$ cat config.mk
export PLATFORM = sky130hd
export DESIGN_NAME = psum_unpack_acc
export DESIGN_NICKNAME = d
export VERILOG_FILES = /design/src/rtl/opu_pkg.sv /design/src/rtl/lane_sat_add.sv /design/src/rtl/psum_unpack_acc.sv
export SDC_FILE = /design/constraint.sdc
export NUM_CORES = 1
export LEC_CHECK = 0
export ABC_AREA = 1
export CAP_MARGIN = 40
export CORE_MARGIN = 8
export CORE_UTILIZATION = 35
export DETAILED_ROUTE_END_ITERATION = 12
export PLACE_DENSITY_LB_ADDON = 0.05
export SETUP_SLACK_MARGIN = 0.2
export SLEW_MARGIN = 25
export SYNTH_ARGS = -nofsm -noshare
export SYNTH_HDL_FRONTEND = slang
export SYNTH_SLANG_ARGS = --single-unit
$ cat constraint.sdc
create_clock -name clk -period 10.9 [get_ports clk]
set_input_delay 1.635 -clock clk [delete_from_list [all_inputs] [get_ports clk]]
set_output_delay 1.635 -clock clk [all_outputs]
set_load 0.1 [all_outputs]
$ cat src/rtl/opu_pkg.sv
// Shared definitions for the product-word unpack/accumulate path.
package opu_pkg;

  localparam int unsigned LANES_INT8X4  = 4;
  localparam int unsigned LANES_INT16X2 = 2;
  localparam int unsigned LANES_MAX     = 4;
  localparam int unsigned P_W           = 32;
  localparam int unsigned RAW_W         = 16;

  localparam logic MODE_INT16X2 = 1'b0;
  localparam logic MODE_INT8X4  = 1'b1;

  typedef enum logic {
    IDLE  = 1'b0,
    ACCUM = 1'b1
  } opu_state_e;

  // Extract lane idx of a packed product word as a 16-bit signed value
  function automatic logic [RAW_W-1:0] lane_raw(input logic [P_W-1:0] p,
                                                input logic           mode,
                                                input int unsigned    idx);
    logic [P_W-1:0] sh;
    logic [RAW_W-1:0] r;
    r = '0;
    if (mode == MODE_INT8X4) begin
      sh = p >> (8 * idx);
      r  = {{8{sh[7]}}, sh[7:0]};
    end else if (idx < LANES_INT16X2) begin
      sh = p >> (16 * idx);
      r  = sh[15:0];
    end
    return r;
  endfunction

endpackage

$ cat src/rtl/lane_sat_add.sv
// Signed saturating adder for one accumulator lane.
module lane_sat_add #(
  parameter int unsigned ACC_W = 24
) (
  input  logic [ACC_W-1:0] acc_i,
  input  logic [ACC_W-1:0] add_i,
  output logic [ACC_W-1:0] sum_o,
  output logic             sat_o
);

  logic [ACC_W:0] wide;

  // One extra bit exposes overflow; clamp to the signed bound of the true sign
  always_comb begin
    wide  = {acc_i[ACC_W-1], acc_i} + {add_i[ACC_W-1], add_i};
    sum_o = wide[ACC_W-1:0];
    sat_o = 1'b0;
    if (wide[ACC_W] != wide[ACC_W-1]) begin
      sat_o = 1'b1;
      sum_o = wide[ACC_W] ? {1'b1, {(ACC_W-1){1'b0}}} : {1'b0, {(ACC_W-1){1'b1}}};
    end
  end

endmodule

$ cat src/rtl/psum_unpack_acc.sv
// Unpacks int8x4 / int16x2 product words and accumulates per-lane dot-product sums.
module psum_unpack_acc
  import opu_pkg::*;
#(
  parameter int unsigned ACC_W = 24,
  parameter int unsigned CNT_W = 10
) (
  input  logic                 clk,
  input  logic                 reset_n,
  input  logic [P_W-1:0]       p,
  input  logic                 p_mode,
  input  logic                 p_valid,
  input  logic                 p_last,
  output logic                 p_ready,
  input  logic                 flush,
  output logic [4*ACC_W-1:0]   acc_data,
  output logic                 acc_mode,
  output logic [CNT_W-1:0]     acc_len,
  output logic [3:0]           acc_sat,
  output logic                 acc_valid,
  input  logic                 acc_ready,
  output logic                 err_mode
);

  opu_state_e                           state_q;
  logic                                 mode_q;
  logic [LANES_MAX-1:0][ACC_W-1:0]      acc_q;
  logic [CNT_W-1:0]                     cnt_q;
  logic [LANES_MAX-1:0]                 sat_q;

  logic                                 beat_fire;
  logic                                 first_beat;
  logic                                 eff_mode;
  logic [LANES_MAX-1:0][ACC_W-1:0]      addend;
  logic [LANES_MAX-1:0][ACC_W-1:0]      acc_base;
  logic [LANES_MAX-1:0][ACC_W-1:0]      sum_d;
  logic [LANES_MAX-1:0]                 lane_sat;
  logic [LANES_MAX-1:0]                 sat_d;
  logic [CNT_W-1:0]                     cnt_base;
  logic [CNT_W-1:0]                     cnt_d;

  // Input handshake: blocked by flush or by an undrained result
  assign p_ready    = !flush && (!acc_valid || acc_ready);
  assign beat_fire  = p_valid && p_ready;
  assign first_beat = (state_q == IDLE);
  // Mode is taken from the first beat and held for the rest of the vector
  assign eff_mode   = first_beat ? p_mode : mode_q;

  for (genvar gi = 0; gi < LANES_MAX; gi++) begin : g_lane
    logic [RAW_W-1:0] raw;
    assign raw          = lane_raw(p, eff_mode, gi);
    assign addend[gi]   = {{(ACC_W-RAW_W){raw[RAW_W-1]}}, raw};
    assign acc_base[gi] = first_beat ? '0 : acc_q[gi];

    lane_sat_add #(.ACC_W(ACC_W)) u_add (
      .acc_i (acc_base[gi]),
      .add_i (addend[gi]),
      .sum_o (sum_d[gi]),
      .sat_o (lane_sat[gi])
    );
  end

  // Per-vector sticky saturation and saturating beat count
  always_comb begin
    sat_d    = (first_beat ? '0 : sat_q) | lane_sat;
    cnt_base = first_beat ? '0 : cnt_q;
    cnt_d    = (&cnt_base) ? cnt_base : cnt_base + CNT_W'(1);
  end

  // FSM, accumulators and result register
  always_ff @(posedge clk or negedge reset_n) begin
    if (!reset_n) begin
      state_q   <= IDLE;
      mode_q    <= MODE_INT16X2;
      acc_q     <= '0;
      cnt_q     <= '0;
      sat_q     <= '0;
      acc_data  <= '0;
      acc_mode  <= MODE_INT16X2;
      acc_len   <= '0;
      acc_sat   <= '0;
      acc_valid <= 1'b0;
      err_mode  <= 1'b0;
    end else begin
      if (acc_valid && acc_ready) begin
        acc_valid <= 1'b0;
      end
      if (flush) begin
        state_q <= IDLE;
        acc_q   <= '0;
        cnt_q   <= '0;
        sat_q   <= '0;
      end else if (beat_fire) begin
        if (!first_beat && (p_mode != mode_q)) begin
          err_mode <= 1'b1;
        end
        if (p_last) begin
          acc_data  <= sum_d;
          acc_mode  <= eff_mode;
          acc_len   <= cnt_d;
          acc_sat   <= sat_d;
          acc_valid <= 1'b1;
          state_q   <= IDLE;
          acc_q     <= '0;
          cnt_q     <= '0;
          sat_q     <= '0;
        end else begin
          state_q <= ACCUM;
          mode_q  <= eff_mode;
          acc_q   <= sum_d;
          cnt_q   <= cnt_d;
          sat_q   <= sat_d;
        end
      end
    end
  end

endmodule
==> results of run 1 <==
## sequential cells by signal, indices dropped and copies added (netlist names)
| register | cells |
|---|---|
| acc_mode | 1 |
| acc_len | 10 |
| acc_q | 96 |
| sat_q | 4 |
| state_q | 1 |
| acc_sat | 4 |
| err_mode | 1 |
| acc_valid | 1 |
| mode_q | 1 |
| cnt_q | 10 |
| acc_data | 96 |
## per-stage QoR
step | instance area (um2) | setup slack, ps
3_3_place_gp | 17800 | 4890
6_report | 21100 | 5660
3_5_place_dp | 20000 | 4910
4_1_cts | 21100 | 5490
5_1_grt | 21100 | 5220
2_1_floorplan | 15900 | 6110
## cell families after synthesis
logic type,Yosys count
buf+inv,314
compound gates,240
flops,225
simple gates,1460
xor+xnor,85
fa+ha+maj,85
## metal layers
layer	vias to the layer above	share of wire, %
li1	7997	-
met1	7420	48
met2	252	46
met3	50	3.4
met4	0	2.1
met5	-	0
## placed cells by master, fill, tap and decap left out, drive strengths merged
cell,synthesis,layout
ha,81,81
xnor2,35,35
o211ai,2,2
o21ai,102,102
dfrtp,225,225
inv,227,227
o21a,6,6
a31o,3,3
clkinv,0,8
a41oi,2,2
fa,4,4
bufinv,0,4
o221ai,1,1
clkdlybuf4s50,0,149
nor2,126,126
buf,35,137
nand4,39,39
o22ai,4,4
a31oi,8,8
clkinvlp,0,1
nor3,19,19
or2,7,7
nand3,68,68
o311ai,1,1
nand2,1193,1193
and3,1,1
xor2,50,50
nand3b,5,5
a21o,8,8
a211oi,3,3
nor3b,2,2
clkbuf,52,39
o31ai,2,2
a21boi,2,2
a21oi,86,86
o21bai,10,10
## power by group through the flow
| stage | registers, uW | logic, uW | clock network [uW] |
|---|---|---|---|
| final | 1050 | 1860 | 1020 |
| after global routing | 1060 | 1960 | 1080 |
| after CTS | 1050 | 1870 | 1050 |
| after detailed placement | 1060 | 1870 | 0 |
| after global placement | 1060 | 1460 | 0 |
| after floorplan | 1730 | 397 | 0 |
## worst max-delay path, stage by stage
cell and delay (ps):
clkdlybuf4s50_1 950, nand3_2 410, inv_1 440, ha_1 360
a21oi_1 210, inv_1 60, nand4_1 90, nand2_1 110
nand2_1 80, nand2_1 60, nand2_1 80, nand3_1 120
nand2_1 120, nand2_1 70, nand2_2 420, nand3_1 240
nand2_1 140, nand2_1 70, nand2_1 70
## how the worst max path moves through the flow
stage	depth (start not counted)	end	start
3_3_place_gp	18	acc_data[80]	p_mode
2_1_floorplan	2	p_ready	acc_ready
6_report	19	acc_data[93]	p[31]
5_1_grt	20	acc_data[93]	p_mode
4_1_cts	18	acc_data[80]	p_mode
3_5_place_dp	17	acc_data[80]	p[31]
## layout make-up
cell class,instances,share of cell area [%]
Multi-Input combinational cell,1870,42.7
Clock inverter,13,0.794
Tap cell,600,3.56
Timing Repair Buffer,286,18.3
Clock buffer,39,4.00
Inverter,227,4.05
Sequential cell,225,26.7
==> flow_summary.toml, run 1 <==
[status]
outcome = "finished clean"

[clocking]
cts_resized = 0
cts_hold_buf = 0
htree_levels = 1
path_clk_slew_ps = 60
clkSinkCount = 225
cts_buffers = 28
clk_latency_ps = 570
cts.path.max_buffers = 3
root_buffer = "clkbuf_16"
cts_setup_buffers = 0
cts_tree = "built"

[global_route]
grt_first_pass_wirelength_um = 88100
first_global_vias = 15769
busiest_layer = "met2"
grt_usage_pct = 20.4
overflow = 0
grt_max_degree = 101
antenna_found_initial = 0
met3_usage_pct = 2.56
met2_usage_pct = 34.2
grtUsageMet1_pct = 28.1

[synthesis]
synthesis.nets = 2533
synth_edf_count = 0
synthAdderAreaFrac_pct = 6.89
synth.top_cell.area_share_pct = 35.5
synth_compound_area_share_pct = 8.37
synth_common_cells = "1181 x nand2_1, 225 x dfrtp_1, 224 x inv_1"
yosys_register_bits = 225
syn_area_mm2 = 0.0159
yosysMostFrequentCell = "nand2_1"
postSynthCellCount = 2409
ys_warn_count = 0
synth-simple-area-share_pct = 36.6
ys_async_sr_fraction_pct = 100
synth.mux.area_fraction_pct = 0
synth_top_family_by_area = "simple AND/OR/NAND/NOR gates"
synth-xor-area-share_pct = 4.69
ys_seq_area_share_pct = 35.5
syn_avg_cell_area_um2 = 6.59
synthTopCellsByArea = "dfrtp_1 35%, nand2_1 28%, ha_1 6.4%"
synth.largest_area_cell = "dfrtp_1"
synth.distinct_cells = 46
synth_top_flop_cell = "dfrtp_1"

[die]
initial_core_util_pct = 35.2
die_h_um = 229
core_mm2 = 0.0451
fp.dieW_um = 229
die_area_mm2 = 0.0524
num_io_pins = 153
rows = 78

[hold_path]
min_delay_worst_endpoint = "acc_data[20]"
hold_start = "acc_data[20]"
hp-class = "reg -> reg"
hold_depth = 2

[placement]
gp_congestion = 0.901
hpwl_um = 40800
dpl.cell_count = 3205
port_buffers = 152

[flow_run]
cap_violations = 0

[sta]
fmax_mhz = 191
setup_violations = 0
min_period_ps = 5240
drv_slew = 0
hold_viol_final = 0
finalCritPeriodShare_pct = 48.1
slew-limit-headroom_pct = 42.0
timing_worst_slew_pin_value_ps = 870
rsz0062_at_grt = "no"
setup-tns-final_ps = 0
hold_slack_ps = 474
finalClockSkew_ps = 20.1

[critical_path]
crit_fanout = 24
crit_required_ps = 11400
start_kind = "input pin"
worstSetupPathType = "in -> reg"
r2r_setup_slack_ps = 5900
reg2reg_depth = 17
reg2reg_to = "acc_data[93]"
reg2reg_from = "state_q"
cp-end-kind = "flip-flop"
cp.arrival_ps = 5740

[layout]
multi_input_area_mm2 = 0.00901
layout-area-overhead-vs-synth_pct = 33.0
final_core_util_pct = 46.8
n_antenna_cell = 0
nNetsFinal = 2762
final_cells = 3260
drive_gt1_share_pct = 8.57
regArea_mm2 = 0.00563
n_fill_cell = 4684

[power]
power_density_mw_per_mm2 = 186
combPwrFrac_pct = 47.4
intPower_uw = 2240
seq_power_share_pct = 26.7
p_sw_uw = 1690
power_uw = 3920
switching_share_pct = 43.0
p_leak_uw = 0.0118
clkPwrFrac_pct = 25.9
irDropWorstVdd_mv = 0.162

[detailed_routing]
via_count = 15719
via_per_inst = 4.82
antenna_left = 0
dr.pass1.iters = 5
wl_per_cell_um = 16.8
finalWirelength_um = 54800
route.detailed.drc = 0
drtIter0Drc = 1040
Note: power is estimated with default switching activity, not from simulation.
==> run 2, diff against run 1 <==
==> constraint.sdc (replaced) <==
create_clock -name clk -period 4.6 [get_ports clk]
set_input_delay 0.69 -clock clk [delete_from_list [all_inputs] [get_ports clk]]
set_output_delay 0.69 -clock clk [all_outputs]
set_load 0.1 [all_outputs]
==> run 2 against run 1 <==
  * Non-clock buffer count up 36
  * Worst hold slack lost 290 ps
  * Flip-flop and latch count unchanged
  * Total power grew 140%
  * Sequential share of layout area is 0.17 points lower
  * Largest power group unchanged
==> flow_summary.toml, run 2 (synthesized netlist as in run 1, its figures left out) <==
[power]
power_density_mw_per_mm2 = 439
p_leak_uw = 0.0119
irDropWorstVdd_mv = 0.459

[global_route]
grt_usage_pct = 19.8
grt_max_degree = 99
grt_first_pass_wirelength_um = 85600
overflow = 0
first_global_vias = 15875
antenna_found_initial = 0

[critical_path]
cp-end-kind = "flip-flop"
crit_required_ps = 5040
reg2reg_depth = 17
crit_fanout = 41
worstSetupPathType = "reg -> reg"
cp.arrival_ps = 4430
start_kind = "flip-flop"

[layout]
reg_top3 = "acc_data (96), acc_q (96)"
nNetsFinal = 2798
drive_gt1_share_pct = 9.73
layout-area-overhead-vs-synth_pct = 33.8
mostFrequentLayoutCell = "nand2_1"
layout_common_cells = "1181 x nand2_1, 224 x inv_1, 224 x dfrtp_1"
postLayoutCellArea_mm2 = 0.0212
n_antenna_cell = 0

[placement]
hpwl_um = 40500
dpl-instance-area_mm2 = 0.0202
dp_slack_ps = 315
gp_congestion = 0.903
port_buffers = 152

[sta]
min_period_ps = 3990
timing_worst_slew_pin_value_ps = 822
hold_viol_final = 0
layout_setup_ws_ps = 613
drv_slew = 0
finalClockSkew_ps = 10.7
slew-limit-headroom_pct = 45.2
setup_violations = 0
finalCritPeriodShare_pct = 86.7
setup-tns-final_ps = 0
fmax_mhz = 251
rsz0062_at_grt = "no"

[detailed_routing]
route.detailed.drc = 0
via_count = 15729
wl_per_cell_um = 16.2
antenna_left = 0
finalWirelength_um = 53400
dr.pass1.iters = 6
drtIter0Drc = 898
via_per_inst = 4.78

[clocking]
cts_hold_buf = 0
clk_latency_ps = 560
cts_setup_buffers = 0
path_clk_slew_ps = 60
cts_buffers = 28
htree_levels = 1
cts_tree = "built"
root_buffer = "clkbuf_16"
cts_resized = 0
clkSinkCount = 225
cts.path.max_buffers = 3

[flow_run]
cap_violations = 0

[hold_path]
hp-class = "in -> async"

[die]
die_area_mm2 = 0.0524
die_h_um = 229
num_io_pins = 153
fp.dieW_um = 229
rows = 78
core_mm2 = 0.0451
initial_core_util_pct = 35.2

[status]
outcome = "finished clean"
[run 2: power by group]
group	switching (uW)	leakage (uW)	internal (uW)	total, uW
clock network	903	0.000502	1560	2460
logic	2860	0.00842	1530	4390
registers	200	0.00297	2270	2470
[run 2: worst paths after layout]
kind | endpoint | slack (ps) | startpoint
max in group asynchronous | acc_q[92] | 3400 | reset_n
min reg2reg | acc_data[25] | 470 | acc_data[25]
max reg2reg | acc_q[10] | 610 | state_q
max | acc_q[10] | 610 | state_q
min | acc_data[43] | 180 | reset_n
min in group clk | acc_data[25] | 470 | acc_data[25]
[run 2: final cells by class]
type	count	area, um2
Clock inverter	13	220
Tap cell	600	751
Clock buffer	37	806
Sequential cell	225	5630
Inverter	227	855
Timing Repair Buffer	322	3970
Multi-Input combinational cell	1870	9010
Fill cell	4674	23800
[run 2: worst max-delay path, stage by stage, from the launching register on]
cell and delay, ps:
dfrtp_4 610, buf_4 520, buf_4 470, nand2_1 90, inv_1 60, ha_1 210
nand2_1 130, o21ai_0 240, nor2_1 110, o21ai_0 320, nand3_1 120, nand3_1 140
xor2_1 210, or2_1 170, buf_12 180, nand2_1 130, nand2_1 80, nand2_1 60
[run 2: through the flow]
| stage | hold WS (ps) | power (uW) | util (%) | std cells |
|---|---|---|---|---|
| 2_1_floorplan | 394 | 5040 | - | 2409 |
| 3_3_place_gp | 462 | 6040 | 40.6 | 3132 |
| 3_5_place_dp | 464 | 6930 | 44.8 | 3244 |
| 4_1_cts | 199 | 9430 | 47.1 | 3294 |
| 5_1_grt | 232 | 9740 | 47.1 | 3294 |
| 6_report | 184 | 9320 | 47.1 | 3294 |
[run 2: routing by layer]
layer	wire length [um]	track usage, %
met1	25600	26.7
met2	24900	33.6
met3	1830	2.24
met4	1100	4.80
met5	0	0
==> run 3, diff against run 2 <==
==> constraint.sdc (replaced) <==
create_clock -name clk -period 3.2 [get_ports clk]
set_input_delay 0.48 -clock clk [delete_from_list [all_inputs] [get_ports clk]]
set_output_delay 0.48 -clock clk [all_outputs]
set_load 0.1 [all_outputs]
==> run 3 against run 2 <==
  * Non-clock buffer count increased by 236
  * Die area unchanged
  * Total power rose by 37%
  * First-iteration DRC count down 2.9%
  * Cell area up 6.1%
  * Combinational power is 28% higher
  * Count of clock-buffer cells in the layout fell by 4
  * Flip-flop and latch count did not move
  * Global-route usage increased by 0.97 points
  * Via count is 5.7% higher
  * Critical path type unchanged
  * Critical endpoint is now acc_data[53]
  * Largest power group unchanged
  * Highest routed layer unchanged
==> flow_summary.toml, run 3 (synthesized netlist as in run 1, its figures left out) <==
[status]
outcome = "finished clean"

[die]
num_io_pins = 153
die_area_mm2 = 0.0524
initial_core_util_pct = 35.2
fp.dieW_um = 229
die_h_um = 229
rows = 78
core_mm2 = 0.0451

[power]
power_density_mw_per_mm2 = 567
p_leak_uw = 0.0130
power_uw = 12800
irDropWorstVdd_mv = 0.595

[layout]
multi_input_area_mm2 = 0.00961
mostFrequentLayoutCell = "nand2_1"
layout-area-overhead-vs-synth_pct = 42.0
nNetsFinal = 3036
n_fill_cell = 4657
layout_common_cells = "1103 x nand2_1, 485 x buf_4, 223 x dfrtp_1"
drive_gt1_share_pct = 26.1
postLayoutCellArea_mm2 = 0.0225
regArea_mm2 = 0.00564
reg_top3 = "acc_data (96), acc_q (96)"
final_cells = 3534
n_antenna_cell = 0

[sta]
min_period_ps = 3150
drv_slew = 0
finalCritPeriodShare_pct = 98.5
hold_viol_final = 0
fmax_mhz = 317
finalClockSkew_ps = 24.7
setup_violations = 0
rsz0062_at_grt = "yes"
timing_worst_slew_pin_value_ps = 736
slew-limit-headroom_pct = 50.9

[detailed_routing]
antenna_left = 0
wl_per_cell_um = 15.8
route.detailed.drc = 0
finalWirelength_um = 55900
via_count = 16625
dr.pass1.iters = 5
via_per_inst = 4.70
drtIter0Drc = 872

[critical_path]
start_kind = "flip-flop"
cp-end-kind = "flip-flop"
crit_required_ps = 3660
crit_fanout = 7
worstSetupPathType = "reg -> reg"
cp.arrival_ps = 3610

[placement]
port_buffers = 152
dpl.cell_count = 3454
gp_congestion = 0.900
dpl-instance-area_mm2 = 0.0208
hpwl_um = 42100

[clocking]
cts_buffers = 28
htree_levels = 1
cts_tree = "built"
cts.path.max_buffers = 3
clkSinkCount = 225
path_clk_slew_ps = 60
root_buffer = "clkbuf_16"
clk_latency_ps = 570

[hold_path]
hp-class = "in -> async"

[flow_run]
cap_violations = 0

[global_route]
grt_first_pass_wirelength_um = 90100
antenna_found_initial = 1
grt_max_degree = 99
grt_usage_pct = 20.8
first_global_vias = 16924
overflow = 0
## run 3: cell count changes in the layout (fill, tap and decap cells not counted), moves of 11 or more
cell	change
a21oi_1	-13
o21ai_0	-13
buf_12	+12
buf_8	-90
clkdlybuf4s50_1	-112
a21oi_2	+11
nand2_1	-78
buf_16	-19
nand2_2	+70
buf_4	+433
## run 3: layer usage
| metal | part of all wire, % | global-route usage [%] | up-vias |
|---|---|---|---|
| met3 | 3.9 | 2.52 | 63 |
| li1 | - | - | 8556 |
| met5 | 0 | 0 | - |
| met4 | 1.8 | 4.44 | 0 |
| met1 | 48 | 28.6 | 7765 |
| met2 | 46 | 34.7 | 241 |
## run 3: final cells by class
type | count | area share (%)
Clock buffer | 33 | 3.46
Sequential cell | 225 | 25.0
Inverter | 227 | 3.80
Tap cell | 600 | 3.33
Timing Repair Buffer | 558 | 20.6
Multi-Input combinational cell | 1872 | 42.6
Clock inverter | 19 | 1.20
## run 3: worst max-delay path, stage by stage (launching register included)
cell and delay (ps):
dfrtp_4 540, nand2_4 100, nand2_4 80, buf_6 140, nor2_4 70, ha_2 170
inv_2 40, fa_2 330, nand3b_1 160, nand2_1 90, nand4_1 90, nand2_1 120
nand2_2 80, nand2_2 80, nand3_2 70, nand2_2 80, nand2_2 70, nand2_2 80
nand2_2 50, nand2_2 80, nand2_4 110, clkbuf_16 190, nand2_1 60, nand2_1 70
nand2_1 60, nand2_1 50
## run 3: stage by stage
stage | setup TNS (ps) | hold slack, ps | worst slack (ps) | util [%]
after detailed placement | -128420 | 458 | -748 | 46.1
after floorplan | -389 | 184 | -12.5 | -
final | 0 | 469 | 48.3 | 50.0
after global routing | -21730 | 494 | -178 | 50.0
after CTS | 0 | 468 | 5.36 | 49.2
after global placement | -127620 | 462 | -722 | 46.1
## run 3: worst paths after layout
check,from,end,slack (ps),cells past startpoint
min in group clk,acc_data[93],acc_data[93],480,2
setup reg to reg,state_q,acc_data[53],50,25
setup / recovery,state_q,acc_data[53],50,25
max in group asynchronous,reset_n,acc_data[85],1880,3
hold / removal,reset_n,acc_data[45],470,2
hold reg to reg,acc_data[93],acc_data[93],480,2
## run 3: what timing repair did
item,4_1_cts,5_1_grt
buffers inserted,12,8
hold endpoints to repair,65,0
setup endpoints to repair,199,219
resized for setup,60,66
hold buffers,1,0
cloned,2,5
pin swaps,10,29
## run 3: report_power, final
part           switching (uW)  leakage (uW)  internal [uW]  total [uW]
logic                    4090       0.00956           1530        5620
clock network            1360      0.000526           2240        3600
registers                 305       0.00297           3260        3570
total                    5750        0.0130           7040       12800
